`src/rtl/sd_fifo_bufhead_s.sv`:
```
// Write-side head of a buffered S-FIFO: skid buffer in, memory writes out.
// Optional occupancy output enabled by SD_FIFO_BUFHEAD_USAGE_EN.
module sd_fifo_bufhead_s #(
   parameter int depth  = 16,
   parameter int width  = 8,
   parameter int skid   = 2,
   parameter int wr_lat = 1,
   parameter int async  = 0,
   parameter int asz    = $clog2(depth)
) (
   input  logic             clk,
   input  logic             reset_n,
   input  logic             c_srdy,
   output logic             c_drdy,
   input  logic [width-1:0] c_data,
   output logic             wr_en,
   output logic [asz-1:0]   wr_addr,
   output logic [width-1:0] wr_data,
   output logic [asz:0]     wrptr_head,
   input  logic [asz:0]     rdptr_tail
`ifdef SD_FIFO_BUFHEAD_USAGE_EN
   ,
   output logic [asz:0]     c_usage
`endif
);

   localparam int PW = (skid > 1) ? $clog2(skid) : 1;
   localparam int CW = $clog2(skid + 1);
   localparam logic [PW-1:0] LP_PLAST = PW'(skid - 1);
   localparam logic [CW-1:0] LP_SKID  = CW'(skid);

   logic [width-1:0] r_skid [skid];
   logic [PW-1:0]    r_hptr;
   logic [PW-1:0]    r_tptr;
   logic [CW-1:0]    r_cnt;
   logic [asz:0]     r_wrptr;
   logic [asz:0]     r_dly [wr_lat];
   logic [asz:0]     w_rdptr;
   logic [asz:0]     w_wrenc;
   logic             w_full;
   logic             w_push;
   logic             w_pop;

   // Full compares against the undelayed write pointer.
   assign w_full = (r_wrptr[asz-1:0] == w_rdptr[asz-1:0]) &
                   (r_wrptr[asz] != w_rdptr[asz]);

   // Ready comes only from the registered count; no pass-through.
   assign c_drdy = reset_n & (r_cnt < LP_SKID);

   assign w_push     = c_srdy & c_drdy;
   assign w_pop      = (r_cnt != '0) & ~w_full;
   assign wr_en      = w_pop;
   assign wr_addr    = r_wrptr[asz-1:0];
   assign wr_data    = r_skid[r_hptr];
   assign wrptr_head = r_dly[wr_lat-1];

   // Skid storage; contents need no reset since the count gates them.
   always_ff @(posedge clk) begin
      if (w_push) r_skid[r_tptr] <= c_data;
   end

   // Skid pointers, skid count and internal write pointer.
   always_ff @(posedge clk or negedge reset_n) begin
      if (!reset_n) begin
         r_tptr  <= '0;
         r_hptr  <= '0;
         r_cnt   <= '0;
         r_wrptr <= '0;
      end else begin
         if (w_push)
            r_tptr <= (r_tptr == LP_PLAST) ? '0 : r_tptr + 1'b1;
         if (w_pop) begin
            r_hptr  <= (r_hptr == LP_PLAST) ? '0 : r_hptr + 1'b1;
            r_wrptr <= r_wrptr + 1'b1;
         end
         unique case ({w_push, w_pop})
            2'b10:   r_cnt <= r_cnt + 1'b1;
            2'b01:   r_cnt <= r_cnt - 1'b1;
            default: r_cnt <= r_cnt;
         endcase
      end
   end

   // Publish the write pointer only after the memory write has landed.
   always_ff @(posedge clk or negedge reset_n) begin
      if (!reset_n) begin
         for (int i = 0; i < wr_lat; i++) r_dly[i] <= '0;
      end else begin
         r_dly[0] <= w_wrenc;
         for (int i = 1; i < wr_lat; i++) r_dly[i] <= r_dly[i-1];
      end
   end

   if (async != 0) begin : g_async
      logic [asz:0] r_sync1;
      logic [asz:0] r_sync2;
      logic [asz:0] w_bin;

      // Two-flop synchronizer for the gray read pointer.
      always_ff @(posedge clk or negedge reset_n) begin
         if (!reset_n) begin
            r_sync1 <= '0;
            r_sync2 <= '0;
         end else begin
            r_sync1 <= rdptr_tail;
            r_sync2 <= r_sync1;
         end
      end

      // Gray to binary: bit i is the XOR of gray bits i..msb.
      always_comb begin
         w_bin = '0;
         for (int i = 0; i <= asz; i++) w_bin[i] = ^(r_sync2 >> i);
      end

      assign w_rdptr = w_bin;
      assign w_wrenc = r_wrptr ^ (r_wrptr >> 1);
   end else begin : g_sync
      assign w_rdptr = rdptr_tail;
      assign w_wrenc = r_wrptr;
   end

`ifdef SD_FIFO_BUFHEAD_USAGE_EN
   logic [asz:0] r_usage;

   // Registered memory occupancy, skid entries excluded.
   always_ff @(posedge clk or negedge reset_n) begin
      if (!reset_n) r_usage <= '0;
      else          r_usage <= r_wrptr - w_rdptr;
   end

   assign c_usage = r_usage;
`endif

endmodule

```
`config.mk`:
```
export PLATFORM = sky130hd
export DESIGN_NAME = sd_fifo_bufhead_s
export DESIGN_NICKNAME = d
export VERILOG_FILES = /design/src/rtl/sd_fifo_bufhead_s.sv
export SDC_FILE = /design/constraint.sdc
export NUM_CORES = 1
export LEC_CHECK = 0
export CAP_MARGIN = 20
export CORE_AREA = 2 2 58 60
export DETAILED_ROUTE_END_ITERATION = 6
export DIE_AREA = 0 0 60 62
export GPL_ROUTABILITY_DRIVEN = 0
export PLACE_DENSITY = 0.72
export REMOVE_ABC_BUFFERS = 1
export SYNTH_ARGS = -nofsm -noshare
export SYNTH_HDL_FRONTEND = slang
export SYNTH_SLANG_ARGS = --single-unit
```
`constraint.sdc`:
```
create_clock -name clk -period 1.7 [get_ports clk]
set_clock_uncertainty 0.05 [all_clocks]
set_input_delay 0.34 -clock clk [delete_from_list [all_inputs] [get_ports clk]]
set_output_delay 0.34 -clock clk [all_outputs]
set_load 0.1 [all_outputs]
```
After elaboration in Yosys (flattened, before gate mapping)
Memory sizes are Yosys's and may differ from the RTL's.
Index checks and enable logic that the tools add are counted.

storage, ports and cells
  output and inout bits = 19
  bits in read-only memories = 0
  memories = 1
  register bits after elaboration = 14
  bits in writable memories = 16
  bits in latches = 0
  word-level logic and storage cells = 28

operators by class
  shift-type cells = 0
  equal/unequal tests = 4
  div/mod/pow operators = 0
  add/subtract/negate cells = 5
  bitwise gates (word level) = 5
  multiply operators = 0
  multiplexer cells = 5
  magnitude comparators = 1
  reductions and logical operators = 2

memory list
  memory  words  width  read ports  clocked after Yosys merged registers in  write ports  line  text
  r_skid  2      8      1           0                                        1            32    logic [width-1:0] r_skid [skid];

operators by type and width
  kind                                                  count
  adder 5 x 1 -> 5 bit (second input constant)          1
  bitwise AND 1 bit                                     4
  equality test 4 bit                                   1
  two-way mux 1 bit                                     4
  one-hot mux 2 bit (2 select lines)                    1
  nonzero test 2 bit                                    2
  adder 1 bit (second input constant)                   2
  adder 2 x 1 -> 2 bit (second input constant)          1
  equality test 2 x 1 -> 1 bit (second input constant)  1
  equality test 2 bit (second input constant)           1
  < comparator 2 bit (second input constant)            1
  subtractor 2 x 1 -> 2 bit (second input constant)     1
  inequality test 1 bit                                 1
  inverter 1 bit                                        1

Longest topological paths before layout
Gate-level depths: netlist of the first run.

  word-level depth = 6
  gate-level depth with buffers = 7

Worst setup path after synthesis of the first run
No wires, ideal clock.

  path type = reg-to-reg
  from = register r_cnt[1]
  to = memory r_skid[0][0], enable pin
  setup time = 0.371 ns
  clock period less this slack = 2.985 ns
  arrival = 2.564 ns
  slack = -1.285 ns
  cell stages (with the launch flop) = 4
  path buffers = 0
  cell sequence = dfrtp_1 > nor2b_1 > nand2_1 > nor2_1

on the way
  longest elaborated chain between the ends = 5

ends and longest elaborated chain
  item                                     line  text
  start: declaration                       35    logic [CW-1:0] r_cnt;
  start signal: assignment                 78    2'b10: r_cnt <= r_cnt + 1'b1;
  start signal: assignment                 79    2'b01: r_cnt <= r_cnt - 1'b1;
  start signal: assignment                 80    default: r_cnt <= r_cnt;
  < comparator 2 bit                       49    assign c_drdy = reset_n & (r_cnt < LP_SKID);
  bitwise AND 1 bit                        49
  net c_drdy                               14    output logic c_drdy,
  bitwise AND 1 bit                        51    assign w_push = c_srdy & c_drdy;
  two-way mux 1 bit                        60    if (w_push) r_skid[r_tptr] <= c_data;
  two-way mux 1 bit (implied by the code)  60
  end: declaration                         32

The timed path passes the listed nets, and every way through them passes these cells.

Final worst setup path of the first run
  from = input rdptr_tail[0]
  to = output wr_en

on the way
  longest elaborated chain between the ends = 4

ends and longest elaborated chain
  item                 line  text
  start: declaration   20    input logic [asz:0] rdptr_tail
  equality test 4 bit  45    assign w_full = (r_wrptr[asz-1:0] == w_rdptr[asz-1:0]) &
  bitwise AND 1 bit    45
  inverter 1 bit       52    assign w_pop = (r_cnt != '0) & ~w_full;
  bitwise AND 1 bit    52
  end: declaration     16    output logic wr_en,

Every way passes these cells.

==> metrics.txt, run 1 <==
sequential share of the synthesized area 68.2%; origin of the critical flop-to-flop path r_wrptr[2]; share of the synthesized area in the top cell type 39.5%; Worst slew margin 82.9%; Root Buffer clkbuf_4; Die Wd 60 um; cell count after synthesis 75; Worst EP required 1.31 ns; first-pass GRT wire length 4220 um; Via density 4.48; synthesized area per cell 16.2 um^2; number of cell rows 21; Pre-antenna DRT Iters 4; Final Setup Violations 11; htree depth 2; CTS Sinks 30; Yosys top cell by area edfxtp_1; drt total wl 2500 um; gr busiest metal met2; Final Util 66.2%; Max-cap violations 0; DRT iter0 DRCs 7; CP max stage delay 0.41 ns; violated checks setup timing; Ys Warns 0; Total GRT Usage 16.4%; n_diodes 0; cts bufs inserted 5; share of layout cells above drive strength 1 50.4%; largest net degree at the start of global routing 15; Placed Instance Area 1880 um^2; setup_tns -1.17 ns; Synth cell types 20; met1 usage 19.3%; drc violations 0; Max Transition Viols Final 0; crit path max fanout 3; R2R Setup Slk -0.12 ns; FF-to-FF path depth 8; Tightest Hold Check Type in2async; Register Area 832 um^2; P&R area growth vs syn 72.9%; CTS clock-pin slew for the worst setup and hold paths 0.10 ns; CTS tree yes; highest clock rate 489 MHz; startpoint types input pin; clock tree buffer depth 2; Initial Utilization 38.3%; Synth Register Bits 30; Slew @ Worst Pin 0.255 ns; Die Height 62 um; clock latency on the worst-skew pair 0.33 ns; core area 3180 um^2; Synth Cell Area 1220 um^2; vias in the first global route 877; IO buf count 34; top cells by area, synth edfxtp_1 39%, dfrtp_1 29%, mux2_2 8.3%, xor2_1 7.2%, buf_4 2.5%; period utilisation layout 120%; critical path arrival 1.65 ns; crit path cell chain clkdlybuf4s50_1, xor2_1, nor4_4, a21oi_2, buf_6, buf_12; HPWL Detailed 1740 um; initial antenna violation count 0; Die Area 3720 um^2; R2R Path End r_cnt[1]; Overflow after GRT 0; min Tclk post-route 2.04 ns; Hold Vio Cnt, Final 0; status finished with violations; Worst path slowest cell clkdlybuf4s50_1; setup ws final -0.343 ns; Final Instance Area 2100 um^2; fillers 229; RSZ-0062 raised after global routing true; CP Class in2out; I/O pin total 35; nets@finish 148; multi-input logic area 435 um^2; antenna viol nets, final 0; crit end category output pin; via count 793; M2 GR Usage 27.0%; met3 Use GR 4.76%; Routed WL per cell 14.1 um
[cell usage after synthesis, drive strengths merged]
cell	instances
nor2b	1
xnor2	3
nor2	3
and3	1
a211oi	1
ha	2
clkbuf	1
nor4	1
buf	4
nand2	2
xor2	10
a21oi	2
mux2	10
nand3	1
edfxtp	16
dfrtp	14
o21ai	2
o2111ai	1
[what timing repair did]
action / 4_1_cts / 5_1_grt
setup buffers: 7 / 2
pin swaps: 5 / 5
hold buffers: 0 / 0
setup endpoints to repair: 12 / 12
gates resized for setup: 20 / 7
gates cloned: 0 / 0
[critical path, delay by kind of cell]
| kind | cells | cell delay, ns |
|---|---|---|
| xor gates and xnor gates | 1 | 0.19 |
| and+or+nand+nor | 1 | 0.30 |
| AOI/OAI and AO/OA | 1 | 0.11 |
| buffers and inverters | 3 | 0.71 |
[kinds of logic (layout without fill, tap and decap cells)]
| family | Yosys count | after routing | share of synthesized area, % |
|---|---|---|---|
| compound gates | 6 | 6 | 3.29 |
| fa+ha+maj | 2 | 2 | 2.06 |
| flops | 30 | 30 | 68.2 |
| xor+xnor | 13 | 13 | 9.35 |
| buf+inv | 5 | 61 | 2.77 |
| simple gates | 9 | 9 | 4.73 |
| mux | 10 | 10 | 9.56 |
[area by class of cell]
type,count,share of cell area [%]
multi-input cells,40,20.7
repair buffers,53,33.4
flip-flops and latches,30,39.5
clock inverters,3,1.90
well taps,46,2.73
clock buffers,5,1.78
[metrics by stage]
| stage | setup slack (ns) | hold slack (ns) | std cells |
|---|---|---|---|
| 2_1_floorplan | -1.53 | -0.00559 | 70 |
| 3_3_place_gp | -0.374 | 0.379 | 163 |
| 3_5_place_dp | -0.438 | 0.392 | 163 |
| 4_1_cts | -0.345 | 0.287 | 176 |
| 5_1_grt | -0.375 | 0.313 | 177 |
| 6_report | -0.343 | 0.300 | 177 |
[worst max-delay path by stage]
stage	from	end	slack, ns	cells past startpoint
floorplan	r_wrptr[0]	r_cnt[1]	-1.53	6
global placement	rdptr_tail[2]	r_cnt[1]	-0.37	7
detailed placement	rdptr_tail[2]	r_cnt[1]	-0.44	8
CTS	r_wrptr[1]	wr_en	-0.35	5
global route	r_wrptr[2]	wr_en	-0.38	5
finish	rdptr_tail[0]	wr_en	-0.34	6
[metal layers]
layer / vias to the layer above / part of all wire (%)
li1: 374 / -
met1: 377 / 39
met2: 35 / 51
met3: 7 / 7.9
met4: 0 / 2.3
met5: - / 0
[sequential cells by signal, indices dropped and copies added (netlist names)]
| name | flops |
|---|---|
| r_cnt | 2 |
| r_hptr | 1 |
| r_skid | 16 |
| r_tptr | 1 |
| r_wrptr | 5 |
| wrptr_head | 5 |
[cells in the final DEF (no fill, tap or decap), types with 2 or more instances in the layout]
| cell type | Yosys | routed |
|---|---|---|
| buf_6 | 0 | 4 |
| clkdlybuf4s50_1 | 0 | 13 |
| xnor2_1 | 3 | 2 |
| nand2_1 | 2 | 2 |
| clkbuf_4 | 0 | 5 |
| dfrtp_1 | 14 | 13 |
| mux2_4 | 1 | 10 |
| xor2_2 | 0 | 2 |
| buf_4 | 4 | 14 |
| edfxtp_1 | 16 | 16 |
| nor2_1 | 3 | 2 |
| buf_12 | 0 | 20 |
| xor2_1 | 10 | 8 |
| clkinv_2 | 0 | 2 |
Power of run 1 is not shown: default switching activity piles up to over one toggle a cycle in this logic, so the estimate is an artifact.
==> run 2: changes to the inputs <==
--- a/config.mk
+++ b/config.mk
@@ -6,11 +6,12 @@
 export NUM_CORES = 1
 export LEC_CHECK = 0
 export CAP_MARGIN = 20
-export CORE_AREA = 2 2 58 60
+export CORE_AREA = 2 2 55 57
 export DETAILED_ROUTE_END_ITERATION = 6
-export DIE_AREA = 0 0 60 62
+export DIE_AREA = 0 0 57 59
 export GPL_ROUTABILITY_DRIVEN = 0
-export PLACE_DENSITY = 0.72
+export GPL_TIMING_DRIVEN = 0
+export PLACE_DENSITY = 0.76
 export REMOVE_ABC_BUFFERS = 1
 export SYNTH_ARGS = -nofsm -noshare
 export SYNTH_HDL_FRONTEND = slang
==> constraint.sdc (replaced) <==
create_clock -name clk -period 2.1 [get_ports clk]
set_clock_uncertainty 0.05 [all_clocks]
set_input_delay 0.42 -clock clk [delete_from_list [all_inputs] [get_ports clk]]
set_output_delay 0.42 -clock clk [all_outputs]
set_load 0.1 [all_outputs]
==> run 2 against run 1 <==
The flow now finishes without violations; sequential share of layout area increased by 11 points; flip-flop and latch count unchanged; critical path depth fell by 2; first-iteration DRC count is 71% higher; count of clock-buffer cells in the layout is the same; worst setup slack improved by 0.38 ns.
==> metrics.txt, run 2 (same netlist as run 1, synthesis figures left out) <==
Slew @ Worst Pin 0.957 ns; Root Buffer clkbuf_4; share of layout cells above drive strength 1 39.0%; Setup WS pre-CTS -1.14 ns; number of cell rows 19; Via density 4.93; Pre-antenna DRT Iters 4; Final Setup Violations 0; Overflow after GRT 0; crit path cell chain xor2_2, nor4_4, a21oi_4, buf_12; Die Height 59 um; Max-cap violations 0; vias in the first global route 706; delay-heaviest family, CP flip-flops; CTS Sinks 30; multi-input logic area 398 um^2; largest net degree at the start of global routing 16; I/O pin total 35; CP Class reg2out; Placed Instance Area 1560 um^2; status finished, final reports clean; Routed WL per cell 14.7 um; Max Transition Viols Final 0; min Tclk post-route 2.06 ns; fin cells 149; n_diodes 0; Die Area 3360 um^2; startpoint types register; Initial Utilization 44.9%; initial antenna violation count 0; Register Area 836 um^2; htree depth 2; fillers 225; crit path max fanout 3; IO buf count 34; most common cell after layout, fill and taps aside edfxtp_1; HPWL Detailed 1520 um; commonest cells after routing, fill and taps aside 16 x edfxtp_1, 11 x clkdlybuf4s50_1, 10 x dfrtp_1, 9 x mux2_2; Worst path slowest cell dfrtp_2; P&R area growth vs syn 36.6%; CP max stage delay 0.44 ns; drc violations 0; drt total wl 2190 um; Worst Path Buf+Inv 1; Worst EP required 1.63 ns; Worst slew margin 36.4%; number of flip-flops under the largest register name 16; Tightest Hold Check Type in2async; Total GRT Usage 14.3%; highest clock rate 485 MHz; critical path arrival 1.59 ns; clock latency on the worst-skew pair 0.32 ns; Die Wd 57 um; period utilisation layout 98.3%; clock tree buffer depth 2; via count 735; Final Instance Area 1660 um^2; Hold Vio Cnt, Final 0; setup ws final 0.0365 ns; core area 2710 um^2; antenna viol nets, final 0; CTS clock-pin slew for the worst setup and hold paths 0.09 ns; crit end category output pin; cts bufs inserted 5; CTS tree yes; RSZ-0062 raised after global routing true; DRT iter0 DRCs 12; first-pass GRT wire length 3390 um; nets@finish 135; Largest Register r_skid; Placed Cells 135
run 2: cell count changes in the layout (fill, tap and decap cells not counted), moves of 3 or more:
| cell | before | now |
|---|---|---|
| clkdlybuf4s15_2 | 0 | 3 |
| buf_6 | 4 | 0 |
| mux2_2 | 0 | 9 |
| dfrtp_1 | 13 | 10 |
| dfrtp_2 | 1 | 4 |
| buf_4 | 14 | 6 |
| buf_12 | 20 | 1 |
| dlygate4sd2_1 | 1 | 8 |
| mux2_4 | 10 | 1 |
| buf_2 | 0 | 8 |
| clkinv_1 | 0 | 3 |
run 2: area by class of cell:
class | instances | area share, %
Clock inverter | 3 | 0.677
Tap cell | 31 | 2.33
Multi-Input combinational cell | 40 | 23.9
Sequential cell | 30 | 50.3
Timing Repair Buffer | 40 | 20.5
Clock buffer | 5 | 2.26
run 2: metal layers:
layer | GRT usage, % | wire length [um] | vias to the layer above
met5 | 0 | 0 | -
met4 | 6.98 | 42 | 0
met3 | 5.90 | 144 | 7
met2 | 21.2 | 1060 | 21
met1 | 18.3 | 937 | 360
li1 | - | - | 347
run 2: worst paths after layout:
kind                                       to        from  cells after the start  slack (ns)
min in group clk                wrptr_head[4]  r_wrptr[4]                      0        0.40
worst min-delay path               r_wrptr[4]     reset_n                      1        0.03
worst min register to register  wrptr_head[4]  r_wrptr[4]                      0        0.40
worst max-delay path                    wr_en  r_wrptr[1]                      4        0.04
max in group asynchronous          r_wrptr[0]     reset_n                      1        1.68
worst max register to register       r_cnt[1]  r_wrptr[1]                      8        0.13
run 2: worst reg2reg max path, delay by kind of cell (launching register included):
kind / cells / cell delay, ns
adder cells (fa/ha/maj): 1 / 0.16
AO/OA/AOI/OAI: 1 / 0.11
flip-flops: 1 / 0.44
buffers and inverters: 1 / 0.18
XOR/XNOR: 3 / 0.49
AND/OR/NAND/NOR: 2 / 0.43
run 2: repair_timing:
action / CTS / global route
setup endpoints to repair: 36 / 5
pin swaps: 2 / 2
hold buffers: 0 / 0
gates resized for setup: 81 / 6
setup buffers: 4 / 2
run 2: through the flow:
| stage | setup TNS, ns | hold slack, ns | utilization, % |
|---|---|---|---|
| global route | -0.0267 | 0.0463 | 61.4 |
| CTS | -0.00494 | 0.0249 | 60.2 |
| floorplan | -17.53 | 0.0744 | - |
| finish | 0 | 0.0312 | 61.4 |
| detailed placement | -13.53 | 0.384 | 57.7 |
| global placement | -12.89 | 0.373 | 57.7 |
Power of run 2 is left out for the same reason.
